**src/rtl/msg_transmitter_pkg.sv**
```systemverilog
// Shared protocol definitions for the response transmitter: header geometry,
// protocol version, command codes and a header packing helper.
package msg_transmitter_pkg;

  localparam int SIZE_OF_HEADER_VARS     = 8;
  localparam int SIZE_OF_HEADER_IN_BYTES = 4;

  localparam logic [SIZE_OF_HEADER_VARS-1:0] PROTOCOL_VERSION = 8'h10;

  typedef enum logic [SIZE_OF_HEADER_VARS-1:0] {
    CMD_PING   = 8'h01,
    CMD_READ   = 8'h20,
    CMD_WRITE  = 8'h21,
    CMD_STATUS = 8'h7F
  } cmd_t;

  function automatic logic [SIZE_OF_HEADER_IN_BYTES*SIZE_OF_HEADER_VARS-1:0] make_header(
    input logic [SIZE_OF_HEADER_VARS-1:0] version,
    input cmd_t                           command,
    input logic [SIZE_OF_HEADER_VARS-1:0] param1,
    input logic [SIZE_OF_HEADER_VARS-1:0] param2
  );
    return {version, command, param1, param2};
  endfunction

endpackage

```
**src/rtl/msg_transmitter_if.sv**
```systemverilog
// Bundle of the builder-side inputs, payload-buffer port and byte-sink port
// of the transmitter. The slave modport is the transmitter itself.
interface msg_transmitter_if
  import msg_transmitter_pkg::*;
#(
  parameter int HDR_BYTES = SIZE_OF_HEADER_IN_BYTES,
  parameter int BYTE_W    = SIZE_OF_HEADER_VARS
);
  logic [HDR_BYTES*BYTE_W-1:0] header;
  logic                        MSG_ready;
  logic [7:0]                  Payload_len;
  logic [BYTE_W-1:0]           Payload_byte;
  logic                        Abort;
  logic                        TX_ready;
  logic                        Payload_rd;
  logic [7:0]                  Payload_addr;
  logic [BYTE_W-1:0]           TX_byte;
  logic                        TX_valid;
  logic                        TX_last;
  logic                        Busy;
  logic                        MSG_sent;

  modport slave (
    input  header, MSG_ready, Payload_len, Payload_byte, Abort, TX_ready,
    output Payload_rd, Payload_addr, TX_byte, TX_valid, TX_last, Busy, MSG_sent
  );

  modport master (
    output header, MSG_ready, Payload_len, Payload_byte, Abort, TX_ready,
    input  Payload_rd, Payload_addr, TX_byte, TX_valid, TX_last, Busy, MSG_sent
  );
endinterface

```
**src/rtl/msg_transmitter.sv**
```systemverilog
// Serialises a captured response header (MSB byte first) followed by an
// optional payload read from an external buffer, onto a valid/ready byte sink.
module msg_transmitter
  import msg_transmitter_pkg::*;
#(
  parameter int HDR_BYTES = SIZE_OF_HEADER_IN_BYTES,
  parameter int BYTE_W    = SIZE_OF_HEADER_VARS
)(
  input  logic              clk,
  input  logic              reset,
  msg_transmitter_if.slave  bus
);

  localparam int CNT_W = (HDR_BYTES > 1) ? $clog2(HDR_BYTES) : 1;
  localparam logic [CNT_W-1:0] LAST_HDR = CNT_W'(HDR_BYTES - 1);

  typedef enum logic [2:0] {IDLE, SEND_HDR, FETCH_PL, SEND_PL, DONE} state_t;

  state_t                      state_reg, state_next;
  logic [HDR_BYTES*BYTE_W-1:0] hdr_reg, hdr_next;
  logic [7:0]                  len_reg, len_next;
  logic [CNT_W-1:0]            cnt_reg, cnt_next;
  logic [7:0]                  addr_reg, addr_next;
  logic [BYTE_W-1:0]           pl_reg, pl_next;
  logic                        pl_hold_reg, pl_hold_next;
  logic                        armed_reg, armed_next;

  logic                        start;
  logic                        xfer;
  logic                        tx_valid;
  logic [BYTE_W-1:0]           hdr_bytes [HDR_BYTES];

  for (genvar gi = 0; gi < HDR_BYTES; gi++) begin : g_hdr
    assign hdr_bytes[gi] = hdr_reg[(HDR_BYTES-1-gi)*BYTE_W +: BYTE_W];
  end

  always_ff @(posedge clk or posedge reset) begin
    if (reset) begin
      state_reg   <= IDLE;
      hdr_reg     <= '0;
      len_reg     <= '0;
      cnt_reg     <= '0;
      addr_reg    <= '0;
      pl_reg      <= '0;
      pl_hold_reg <= 1'b0;
      armed_reg   <= 1'b0;
    end else begin
      state_reg   <= state_next;
      hdr_reg     <= hdr_next;
      len_reg     <= len_next;
      cnt_reg     <= cnt_next;
      addr_reg    <= addr_next;
      pl_reg      <= pl_next;
      pl_hold_reg <= pl_hold_next;
      armed_reg   <= armed_next;
    end
  end

  // armed_reg records that MSG_ready was seen low while idle, so only a fresh
  // rising edge can start a message (also after reset or an abort).
  assign start    = armed_reg && bus.MSG_ready;
  assign tx_valid = (state_reg == SEND_HDR) || (state_reg == SEND_PL);
  assign xfer     = tx_valid && bus.TX_ready;

  always_comb begin
    state_next   = state_reg;
    hdr_next     = hdr_reg;
    len_next     = len_reg;
    cnt_next     = cnt_reg;
    addr_next    = addr_reg;
    pl_next      = pl_reg;
    pl_hold_next = pl_hold_reg;
    armed_next   = armed_reg;

    case (state_reg)
      IDLE: begin
        if (start) begin
          state_next = SEND_HDR;
          hdr_next   = bus.header;
          len_next   = bus.Payload_len;
          cnt_next   = '0;
          addr_next  = '0;
          armed_next = 1'b0;
        end else if (!bus.MSG_ready) begin
          armed_next = 1'b1;
        end
      end
      SEND_HDR: begin
        if (xfer) begin
          if (cnt_reg == LAST_HDR) begin
            state_next = (len_reg == 8'd0) ? DONE : FETCH_PL;
            addr_next  = '0;
          end else begin
            cnt_next = cnt_reg + 1'b1;
          end
        end
      end
      FETCH_PL: begin
        state_next   = SEND_PL;
        pl_hold_next = 1'b0;
      end
      SEND_PL: begin
        // Read data is only guaranteed in the first SEND_PL cycle; keep a copy
        // so the byte stays stable across a stall.
        if (!pl_hold_reg) begin
          pl_next      = bus.Payload_byte;
          pl_hold_next = 1'b1;
        end
        if (xfer) begin
          if (addr_reg == len_reg - 8'd1) begin
            state_next = DONE;
          end else begin
            addr_next  = addr_reg + 8'd1;
            state_next = FETCH_PL;
          end
        end
      end
      DONE: begin
        state_next = IDLE;
        if (!bus.MSG_ready) armed_next = 1'b1;
      end
      default: state_next = IDLE;
    endcase

    if (state_reg != IDLE && bus.Abort) state_next = IDLE;
  end

  always_comb begin
    bus.TX_byte = '0;
    if (state_reg == SEND_HDR)     bus.TX_byte = hdr_bytes[cnt_reg];
    else if (state_reg == SEND_PL) bus.TX_byte = pl_hold_reg ? pl_reg : bus.Payload_byte;
  end

  assign bus.TX_valid     = tx_valid;
  assign bus.TX_last      = ((state_reg == SEND_HDR) && (cnt_reg == LAST_HDR) && (len_reg == 8'd0)) ||
                            ((state_reg == SEND_PL) && (addr_reg == len_reg - 8'd1));
  assign bus.Busy         = (state_reg == SEND_HDR) || (state_reg == FETCH_PL) || (state_reg == SEND_PL);
  assign bus.MSG_sent     = (state_reg == DONE);
  assign bus.Payload_rd   = (state_reg == FETCH_PL);
  assign bus.Payload_addr = addr_reg;

endmodule

```
**src/flat_wrapper.sv**
```systemverilog
// flat-port wrapper written by rule: the top's interface ports become plain ports
module msg_transmitter_flat import msg_transmitter_pkg::*;
#(
  parameter int HDR_BYTES = SIZE_OF_HEADER_IN_BYTES,
  parameter int BYTE_W    = SIZE_OF_HEADER_VARS
)
  (clk, reset, bus_header, bus_MSG_ready, bus_Payload_len, bus_Payload_byte, bus_Abort, bus_TX_ready, bus_Payload_rd, bus_Payload_addr, bus_TX_byte, bus_TX_valid, bus_TX_last, bus_Busy, bus_MSG_sent);
  msg_transmitter_if #(.HDR_BYTES(HDR_BYTES), .BYTE_W(BYTE_W)) bus_i ();
  input  logic clk;
  input  logic reset;
  input wire logic [$bits(bus_i.header)-1:0] bus_header;
  input wire logic [$bits(bus_i.MSG_ready)-1:0] bus_MSG_ready;
  input wire logic [$bits(bus_i.Payload_len)-1:0] bus_Payload_len;
  input wire logic [$bits(bus_i.Payload_byte)-1:0] bus_Payload_byte;
  input wire logic [$bits(bus_i.Abort)-1:0] bus_Abort;
  input wire logic [$bits(bus_i.TX_ready)-1:0] bus_TX_ready;
  output wire logic [$bits(bus_i.Payload_rd)-1:0] bus_Payload_rd;
  output wire logic [$bits(bus_i.Payload_addr)-1:0] bus_Payload_addr;
  output wire logic [$bits(bus_i.TX_byte)-1:0] bus_TX_byte;
  output wire logic [$bits(bus_i.TX_valid)-1:0] bus_TX_valid;
  output wire logic [$bits(bus_i.TX_last)-1:0] bus_TX_last;
  output wire logic [$bits(bus_i.Busy)-1:0] bus_Busy;
  output wire logic [$bits(bus_i.MSG_sent)-1:0] bus_MSG_sent;
  assign bus_i.header = bus_header;
  assign bus_i.MSG_ready = bus_MSG_ready;
  assign bus_i.Payload_len = bus_Payload_len;
  assign bus_i.Payload_byte = bus_Payload_byte;
  assign bus_i.Abort = bus_Abort;
  assign bus_i.TX_ready = bus_TX_ready;
  assign bus_Payload_rd = bus_i.Payload_rd;
  assign bus_Payload_addr = bus_i.Payload_addr;
  assign bus_TX_byte = bus_i.TX_byte;
  assign bus_TX_valid = bus_i.TX_valid;
  assign bus_TX_last = bus_i.TX_last;
  assign bus_Busy = bus_i.Busy;
  assign bus_MSG_sent = bus_i.MSG_sent;
  msg_transmitter #(.HDR_BYTES(HDR_BYTES), .BYTE_W(BYTE_W)) u_core (.clk(clk), .reset(reset), .bus(bus_i));
endmodule
```
**config.mk**
```make
export PLATFORM = sky130hd
export DESIGN_NAME = msg_transmitter_flat
export DESIGN_NICKNAME = d
export VERILOG_FILES = /design/src/rtl/msg_transmitter_pkg.sv /design/src/rtl/msg_transmitter_if.sv /design/src/rtl/msg_transmitter.sv /design/src/flat_wrapper.sv
export SDC_FILE = /design/constraint.sdc
export NUM_CORES = 1
export LEC_CHECK = 0
export CAP_MARGIN = 0
export CORE_UTILIZATION = 51
export DETAILED_ROUTE_END_ITERATION = 6
export PLACE_DENSITY = 0.8
export REMOVE_ABC_BUFFERS = 1
export SLEW_MARGIN = 30
export SYNTH_ARGS = -nofsm -noshare
export SYNTH_HDL_FRONTEND = slang
export SYNTH_SLANG_ARGS = --single-unit
export TNS_END_PERCENT = 50
```
**constraint.sdc**
```tcl
create_clock -name clk -period 3.2 [get_ports clk]
set_input_delay 0.32 -clock clk [delete_from_list [all_inputs] [get_ports clk]]
set_output_delay 0.32 -clock clk [all_outputs]
set_load 0.01 [all_outputs]
```
## After elaboration in Yosys (flattened, before gate mapping)

Index checks and enable logic that the tools add are counted.

- Add/subtract/negate cells: 3
- $lt $le $gt $ge: 1
- Equal/unequal tests: 16
- Multiplexer cells: 28
- Bitwise operators: 1
- Reduce and logical (&&, ||, !) cells: 21

Operator list:

| kind | number |
|---|---|
| 8-bit 2-to-1 mux | 10 |
| 8-bit one-hot mux with 3 select lines | 1 |
| 3-bit 2-to-1 mux | 7 |
| 8-bit binary-select mux with 2-bit select | 1 |
| 3-bit one-hot mux with 4 select lines | 1 |
| 8-bit by 1-bit adder with 8-bit output, second input constant | 1 |
| 8-bit equality test | 1 |
| 8-bit logical NOT | 1 |
| 4-bit AND reduction | 2 |
| 8-bit by 1-bit subtractor with 8-bit output, second input constant | 1 |
| 3-bit by 2-bit equality test with 1-bit output, second input constant | 2 |
| 1-bit logical AND | 6 |
| 2-bit 2-to-1 mux | 3 |
| 2-bit by 1-bit != test with 1-bit output, second input constant | 3 |
| 2-bit != test, second input constant | 3 |
| 3-bit by 2-bit != test with 1-bit output, second input constant | 2 |
| 6-bit AND reduction | 1 |
| 2-bit nonzero test | 3 |
| 3-bit nonzero test | 2 |
| 1-bit logical OR | 4 |
| 1-bit one-hot mux with 2 select lines | 2 |
| 2-bit one-hot mux with 2 select lines | 1 |
| 3-bit by 1-bit equality test with 1-bit output, second input constant | 1 |
| 3-bit equality test, second input constant | 1 |
| 9 further kinds | 10 |

- Register bits: 63
- Logic and storage cells: 78

## Depth between registers and ports, before layout

Gate-level depths: netlist (run 1).

- Depth after elaboration: 6
- Mapped depth: 9
- Gate-level depth less buffers: 8

## Worst setup path after synthesis (run 1)

Ideal clock, no wire load.

- Kind: register to output
- From: register u_core.len_reg[0]
- To: output bus_TX_last
- Arrival time: 2.065 ns
- Required time: 2.880 ns
- Setup slack: 0.815 ns
- Cell stages (with the launch flop): 9
- Buffers on the path: 0
- Cell sequence: dfrtp_1 inv_1 ha_1 and2_1 o21a_1 o31a_1 nor4_1 and3_1 a21o_1

- Word-level cells in the longest chain between the ends: 4

Ends and longest elaborated chain:

| element | RTL line | text |
|---|---|---|
| start: declaration | msg_transmitter.sv:21 | `logic [7:0] len_reg, len_next;` |
| start signal: assignment | msg_transmitter.sv:50 | `len_reg <= len_next;` |
| 8-bit by 1-bit subtractor with 8-bit output | msg_transmitter.sv:136 | `((state_reg == SEND_PL) && (addr_reg == len_reg - 8'd1));` |
| 8-bit equality test | msg_transmitter.sv:136 |  |
| 1-bit logical AND | msg_transmitter.sv:136 |  |
| 1-bit logical OR * | msg_transmitter.sv:135 | `assign bus.TX_last = ((state_reg == SEND_HDR) && (cnt_reg == LAST_HDR) && (len_reg == 8'd0)) \|\|` |
| end: declaration | flat_wrapper.sv:21 | `output wire logic [$bits(bus_i.TX_last)-1:0] bus_TX_last;` |

Every way passes the cells marked *; elsewhere a longest branch is shown, timed or not.

## Worst setup path after layout (run 1)

- From: register u_core.len_reg[1]
- To: output bus_TX_last

The elaborated chain is that of the path after synthesis.

==> impl_summary.txt, run 1 <==
----------------------------------------------------
[Outcome]
  Run status ... complete, no violations

[Route]
  Antenna-violating nets left ... 0
  Wire length reported by the detailed router ... ~7400 um
  Post-detailed-route DRC marker count ... 0
  Pre-Repair DR Iteration Count ... 4
  Via density ... 5.77
  First-iteration detailed-routing DRC count ... 170
  Vias post-DR ... roughly 2500
  Final routed wire length divided by cell count ... ~17 um

[Floorplan]
  Die Y ... 83.2 um
  Count of pins on the block boundary ... 74
  X dimension of the die ... between 80 and 90 um
  Number of placement rows ... 29
  CORE AREA ... approximately 6300 um2
  Total die area ... slightly below 7000 um2
  Starting utilization of the core area ... 0.529

[Critical path]
  Launching element type of the critical path ... register
  Kind of capture point of the worst setup path ... primary output
  Biggest fanout along the worst timing path ... 6
  Category of the critical setup timing path ... reg2out
  Required time of the worst setup path ... ~2900 ps
  Worst path arrival time ... around 2800 ps

[Power and ir drop]
  Maximum vdd ir drop ... between 500 and 600 uV
  Pleak ... 1.79 nW
  Portion of total power attributed to combinational logic ... 0.423
  Sw frac ... 0.347
  Clock share of power ... 0.174
  Cell internal pwr ... between 2 and 2.5 mW
  Power density over the cells ... 808 nW/um2
  Psw ... roughly 1.2 mW
  Sequential share of power ... 0.402

[Timing]
  Finish-stage setup viols ... 0
  Final Slew Violations ... 0
  Worst-margin pin slew ... 710 ps
  Portion of the clock cycle consumed by the worst path in the final layout ... 0.967
  Final clock skew ... around 5.4 ps
  Final hold slack ... about 360 ps
  Post-route worst setup slack ... 105 ps
  Number of hold violations in the final report ... 0
  Max Clk Rate ... around 0.32 GHz
  Worst slew margin ... 0.525
  Post-route minimum period ... between 3000 and 4000 ps

[Clock tree]
  Maximum level of the CTS H-tree ... 3
  Clock edge transition at the registers on the reported setup and hold paths ... roughly 60 ps
  Number of buffers added by the clock tree synthesis step ... 9
  TritonCTS Sinks ... 63
  Buffer levels on the longest clock path ... 2
  Clock root buffer master ... clkbuf_8
  TritonCTS clock tree ... yes
  Post-cts hold buffer count ... 0
  Clk_lat worst skew ... between 300 and 400 ps

[Cells and area]
  Growth of design area from synthesis to finish ... 30.9%
  Flip-flop and latch area ... around 1600 um2
  Number of antenna diodes ... 0
  Non-Filler Instances ... around 440
  Final non-filler cell area ... 4400 um2
  Area taken by multi-input logic gates ... approximately 1700 um2
  Number of flip-flops in the largest register ... 32
  Share of the core filled with cells in the final layout ... 0.693
  Number of nets in the layout ... approximately 420
  Number of fillers in the final layout ... around 460
  Proportion of layout cells with a drive suffix above 1 ... 0.252

[Logic synthesis]
  Number of synthesized flops with an enable pin ... 0
  Top post-synthesis cells by area ... dfrtp_1 47%, mux2_2 16%, mux4_2 5.4%, mux2i_1 2.7%, nand2_1 1.9%
  Sequential cell area fraction in the yosys report ... 0.469
  Post-Syn Area per Cell ... between 10 and 15 um2
  Number of distinct library cells after synthesis ... 44
  Area share of the largest cell type after synthesis ... 0.469
  Number of instances in the synthesized netlist ... 282
  Total of flip-flops plus latches after synthesis ... 63
  Most frequent cells after synthesis ... 63 x dfrtp_1, 49 x mux2_2, 17 x nand2_1, 12 x o21ai_0
  Top cell type by total area after synthesis ... dfrtp_1
  Yosys warning count ... 0
  Cell with the most instances after synthesis ... dfrtp_1
  Most used flip-flop cell after synthesis ... dfrtp_1
  Synth async-reset ratio ... 1.00
  Netlist area before placement ... 3360 um2

[Global route]
  Vias in the first global route ... about 2500
  Initial antenna violation count ... 0
  Largest net degree at the start of global routing ... 43
  Overall routing resource usage ... 0.229
  First-pass GRT wire length ... 12500 um
  Total congestion overflow ... 0

[Min path]
  Worst min-delay path class ... in2async

[Placed design]
  Input/output buffers ... 73
  Post-placement setup slack ... approximately 190 ps
  Number of placed cells counting well taps ... approximately 420
  Cell Area, Placed ... approximately 4200 um2
  Estimated wirelength of the detail-placed design ... 5330 um
  Final RePlAce weighted congestion ... 0.853

[Run]
  Max-cap violations ... 0

----------------------------------------------------
==> cells in the final DEF (no fill, tap or decap), types with 4 or more instances in the layout <==
master           count
clkdlybuf4s50_1     73
dfrtp_1             63
mux2_2              49
nand2_1             17
o21ai_0             12
nand3_1             11
clkbuf_8            11
nor2_1              10
buf_4               10
mux2i_1              9
a21oi_1              8
mux4_2               8
nand2b_1             6
and3_1               5
o21ai_1              5
xor2_1               5
or3_1                5
xnor2_1              4
and2_1               4
a22o_1               4
o31ai_1              4
==> worst max-delay path: stages (launching register included) <==
cell and delay, ps:
dfrtp_1 400, inv_2 80, ha_4 180, and2_1 180, o21a_1 190, o31a_1 300, nor4_4 240, and3_1 230
a21o_1 110, clkdlybuf4s50_1 530
==> metal layers <==
layer / global-route usage / up-vias / wire length [um] / share of wire
met5: 0 / - / 0 / 0
met3: 0.0358 / 11 / 273 / 0.037
met1: 0.326 / 1277 / 3360 / 0.45
met2: 0.358 / 59 / 3630 / 0.49
met4: 0.0831 / 0 / 121 / 0.016
li1: - / 1202 / - / -
==> final timing paths <==
| check | cells after the start | from | slack [ps] | endpoint |
|---|---|---|---|---|
| min in group clk | 1 | u_core.hdr_bytes[15] | 510 | u_core.hdr_bytes[15] |
| max in group asynchronous | 3 | reset | 2460 | u_core.hdr_bytes[0] |
| worst max-delay path | 9 | u_core.len_reg[1] | 100 | bus_TX_last |
| worst min-delay path | 3 | reset | 360 | u_core.len_reg[5] |
| worst min register to register | 1 | u_core.hdr_bytes[15] | 510 | u_core.hdr_bytes[15] |
| worst max register to register | 6 | u_core.len_reg[2] | 670 | u_core.bus.Payload_addr[0] |
==> area by class of cell <==
class,instances,area share
Multi-Input combinational cell,199,0.393
Clock inverter,3,0.00398
Tap cell,77,0.0219
Clock buffer,13,0.0361
Inverter,4,0.00341
Timing Repair Buffer,83,0.183
Sequential cell,63,0.358
==> timing repair <==
item | in CTS | in global routing
resized for setup | 2 | 4
gates cloned | 0 | 0
setup buffers | 1 | 2
hold endpoints to repair | 0 | 0
pin swaps | 1 | 0
endpoints found under the setup margin | 1 | 1
==> stage by stage <==
step / power [mW] / setup TNS (ps)
3_3_place_gp: 2.81 / 0
4_1_cts: 3.51 / 0
5_1_grt: 3.78 / -37.6
3_5_place_dp: 2.87 / 0
2_1_floorplan: 2.39 / 0
6_report: 3.55 / 0
==> power by group through the flow <==
stage / registers [mW] / clock network (mW) / logic (mW)
final: 1.43 / 0.619 / 1.50
after global routing: 1.49 / 0.659 / 1.63
after CTS: 1.43 / 0.628 / 1.45
after detailed placement: 1.45 / 0 / 1.42
after global placement: 1.42 / 0 / 1.39
after floorplan: 1.36 / 0 / 1.03
==> logic make-up after synthesis <==
| family | Yosys count | synth area share |
|---|---|---|
| buffers and inverters | 20 | 0.0249 |
| XOR/XNOR | 9 | 0.0235 |
| multiplexers | 66 | 0.245 |
| AO/OA/AOI/OAI | 46 | 0.0979 |
| flip-flops | 63 | 0.469 |
| adder cells (fa/ha/maj) | 4 | 0.0149 |
| AND/OR/NAND/NOR | 74 | 0.125 |
(Power assumes the default switching activity.)
==> run 2: changes to the inputs <==
- ABC_AREA: unset -> 1
==> impl_summary.txt, run 2 <==
----------------------------------------------------
[Cells and area]
  Commonest non-fill, non-tap cell in the layout ... nand2_1
  Final non-filler cell area ... about 4400 um2
  Flip-flop and latch area ... 1580 um2
  Number of nets in the layout ... a little under 600
  Area taken by multi-input logic gates ... approximately 1600 um2
  Proportion of layout cells with a drive suffix above 1 ... 0.0775
  Growth of design area from synthesis to finish ... 27.2%
  Number of fillers in the final layout ... 534
  Number of flip-flops in the largest register ... 32
  Most frequent cells in the layout ... 206 x nand2_1, 73 x clkdlybuf4s50_1, 63 x dfrtp_1
  Number of antenna diodes ... 0

[Logic synthesis]
  Total of flip-flops plus latches after synthesis ... 63
  Area share of the largest cell type after synthesis ... 0.458
  Number of distinct library cells after synthesis ... 28
  Number of instances in the synthesized netlist ... 470
  Top cell type by total area after synthesis ... dfrtp_1
  Sequential cell area fraction in the yosys report ... 0.458
  Post-Syn Area per Cell ... 7.33 um2
  Number of synthesized flops with an enable pin ... 0
  Top post-synthesis cells by area ... dfrtp_1 46%, nand2_1 22%, nand3_1 5.1%, o21ai_0 3.5%, nor2_1 3.5%
  Netlist area before placement ... approximately 3400 um2
  Synth async-reset ratio ... 1.00
  Most used flip-flop cell after synthesis ... dfrtp_1
  Cell with the most instances after synthesis ... nand2_1
  Yosys warning count ... 0
  Most frequent cells after synthesis ... 206 x nand2_1, 63 x dfrtp_1, 35 x nand3_1, 32 x nor2_1, 31 x inv_1

[Outcome]
  Failing checks ... DRC
  Run status ... complete, but fails checks

[Critical path]
  Worst path slowest cell ... clkdlybuf4s50_1
  Worst R2R End ... u_core.bus.Payload_addr[6]
  Biggest fanout along the worst timing path ... 10
  Launching element type of the critical path ... register
  Ordered list of cells on the worst path ... inv_1 > ha_1 > nand2_1 > inv_1 > nor2_1 > nand2_1 > nor2_1 > nand3_2 > nor2_4 > nand2_4 > o21ai_0 > clkdlybuf4s50_1
  Worst path arrival time ... around 2700 ps
  R2r setup slk ... around 1200 ps
  Source of the worst register-to-register timing path ... u_core.state_reg[0]
  Delay of the slowest cell on the worst path ... roughly 570 ps
  Kind of capture point of the worst setup path ... primary output
  Worst Reg2Reg Path Length in Cells ... 7
  Category of the critical setup timing path ... reg2out
  Required time of the worst setup path ... between 2000 and 3000 ps

[Run]
  Max-cap violations ... 0

[Timing]
  Final clock skew ... 5.05 ps
  Max Clk Rate ... roughly 0.34 GHz
  Final setup TNS ... 0 ps
  Final hold slack ... 420 ps
  Post-route minimum period ... 2970 ps
  Final Slew Violations ... 0
  Finish-stage setup viols ... 0
  Unrepaired setup endpoints after global routing ... no
  Post-route worst setup slack ... ~230 ps
  Number of hold violations in the final report ... 0
  Worst slew margin ... 0.514
  Worst-margin pin slew ... between 700 and 800 ps
  Portion of the clock cycle consumed by the worst path in the final layout ... 0.928

[Route]
  Post-detailed-route DRC marker count ... 4
  Antenna-violating nets left ... 0
  First-iteration detailed-routing DRC count ... around 160
  Pre-Repair DR Iteration Count ... 7
  Via density ... 5.22
  Final routed wire length divided by cell count ... 13.2 um
  Vias post-DR ... 3233
  Wire length reported by the detailed router ... 8160 um

[Clock tree]
  Clock root buffer master ... clkbuf_8
  TritonCTS Sinks ... 63
  Clock edge transition at the registers on the reported setup and hold paths ... approximately 70 ps
  TritonCTS clock tree ... yes
  Maximum level of the CTS H-tree ... 3
  Number of buffers added by the clock tree synthesis step ... 9
  Buffer levels on the longest clock path ... 2
  Post-cts hold buffer count ... 0
  Cts repair resizes ... 0
  Clk_lat worst skew ... about 340 ps
  Postcts setup bufs ... 0

[Placed design]
  Cell Area, Placed ... approximately 4200 um2
  Estimated wirelength of the detail-placed design ... a little under 6000 um
  Final RePlAce weighted congestion ... slightly above 0.9
  Post-placement setup slack ... approximately 600 ps
  Input/output buffers ... 73

[Power and ir drop]
  Maximum vdd ir drop ... around 430 uV
  Pleak ... 2.23 nW
  Power density over the cells ... between 800 and 900 nW/um2

[Floorplan]
  Total die area ... roughly 7100 um2
  Die Y ... approximately 84 um
  X dimension of the die ... about 84 um
  Count of pins on the block boundary ... 74
  Starting utilization of the core area ... 0.536
  Number of placement rows ... 29
  CORE AREA ... approximately 6400 um2

[Min path]
  Worst min-delay path class ... in2async

[Global route]
  First-pass GRT wire length ... ~14000 um
  Total congestion overflow ... 0
  Initial antenna violation count ... 0
  Largest net degree at the start of global routing ... 36
  Vias in the first global route ... between 3000 and 4000
  Overall routing resource usage ... 0.249

----------------------------------------------------
run 2: critical path, delay by kind of cell (launching register included):
| family | cells | cell delay (ps) |
|---|---|---|
| buffers and inverters | 3 | 790 |
| flip-flops | 1 | 400 |
| AO/OA/AOI/OAI | 1 | 130 |
| adder cells (fa/ha/maj) | 1 | 290 |
| AND/OR/NAND/NOR | 7 | 710 |
run 2: per-layer routing:
layer | wire, um | part of all wire | global-route usage | vias to the layer above
met2 | 3960 | 0.49 | 0.408 | 129
met3 | 491 | 0.060 | 0.0580 | 20
met1 | 3550 | 0.44 | 0.323 | 1477
met5 | 0 | 0 | 0 | -
met4 | 155 | 0.019 | 0.0987 | 0
li1 | - | - | - | 1607
run 2: report_power, final:
part / internal (mW) / total, mW / switching (mW)
clock network: 0.287 / 0.572 / 0.286
logic: 0.725 / 1.76 / 1.03
registers: 1.13 / 1.39 / 0.257
run 2: through the flow:
step | power (mW) | cells | util
2_1_floorplan | 2.53 | 450 | -
3_3_place_gp | 3.06 | 606 | 0.658
3_5_place_dp | 3.13 | 606 | 0.658
4_1_cts | 3.72 | 619 | 0.682
5_1_grt | 4.05 | 619 | 0.682
6_report | 3.72 | 619 | 0.682
run 2: final cells by class:
type	count	share of cell area
sequential	63	0.360
clock buffer	11	0.0323
multi-input combinational	351	0.375
inverter	36	0.0309
tap	77	0.0220
clock inverter	2	0.00229
timing repair buffer	79	0.177
run 2: how the worst max path moves through the flow:
stage | slack [ps] | end | start | cells after the start
4_1_cts | 230 | bus_TX_last | u_core.len_reg[0] | 12
3_3_place_gp | 670 | bus_TX_last | u_core.len_reg[0] | 12
6_report | 230 | bus_TX_last | u_core.len_reg[0] | 12
2_1_floorplan | 1280 | u_core.bus.Payload_addr[4] | u_core.state_reg[0] | 7
5_1_grt | 70 | bus_TX_last | u_core.len_reg[0] | 12
3_5_place_dp | 620 | bus_TX_last | u_core.len_reg[0] | 12
run 2: cells by family after synthesis:
kind of cell,after synthesis,share of synthesized area
flip-flops,63,0.458
XOR/XNOR,12,0.0305
AND/OR/NAND/NOR,288,0.346
multiplexers,8,0.0262
AO/OA/AOI/OAI,39,0.0603
buffers and inverters,56,0.0647
adder cells (fa/ha/maj),4,0.0145
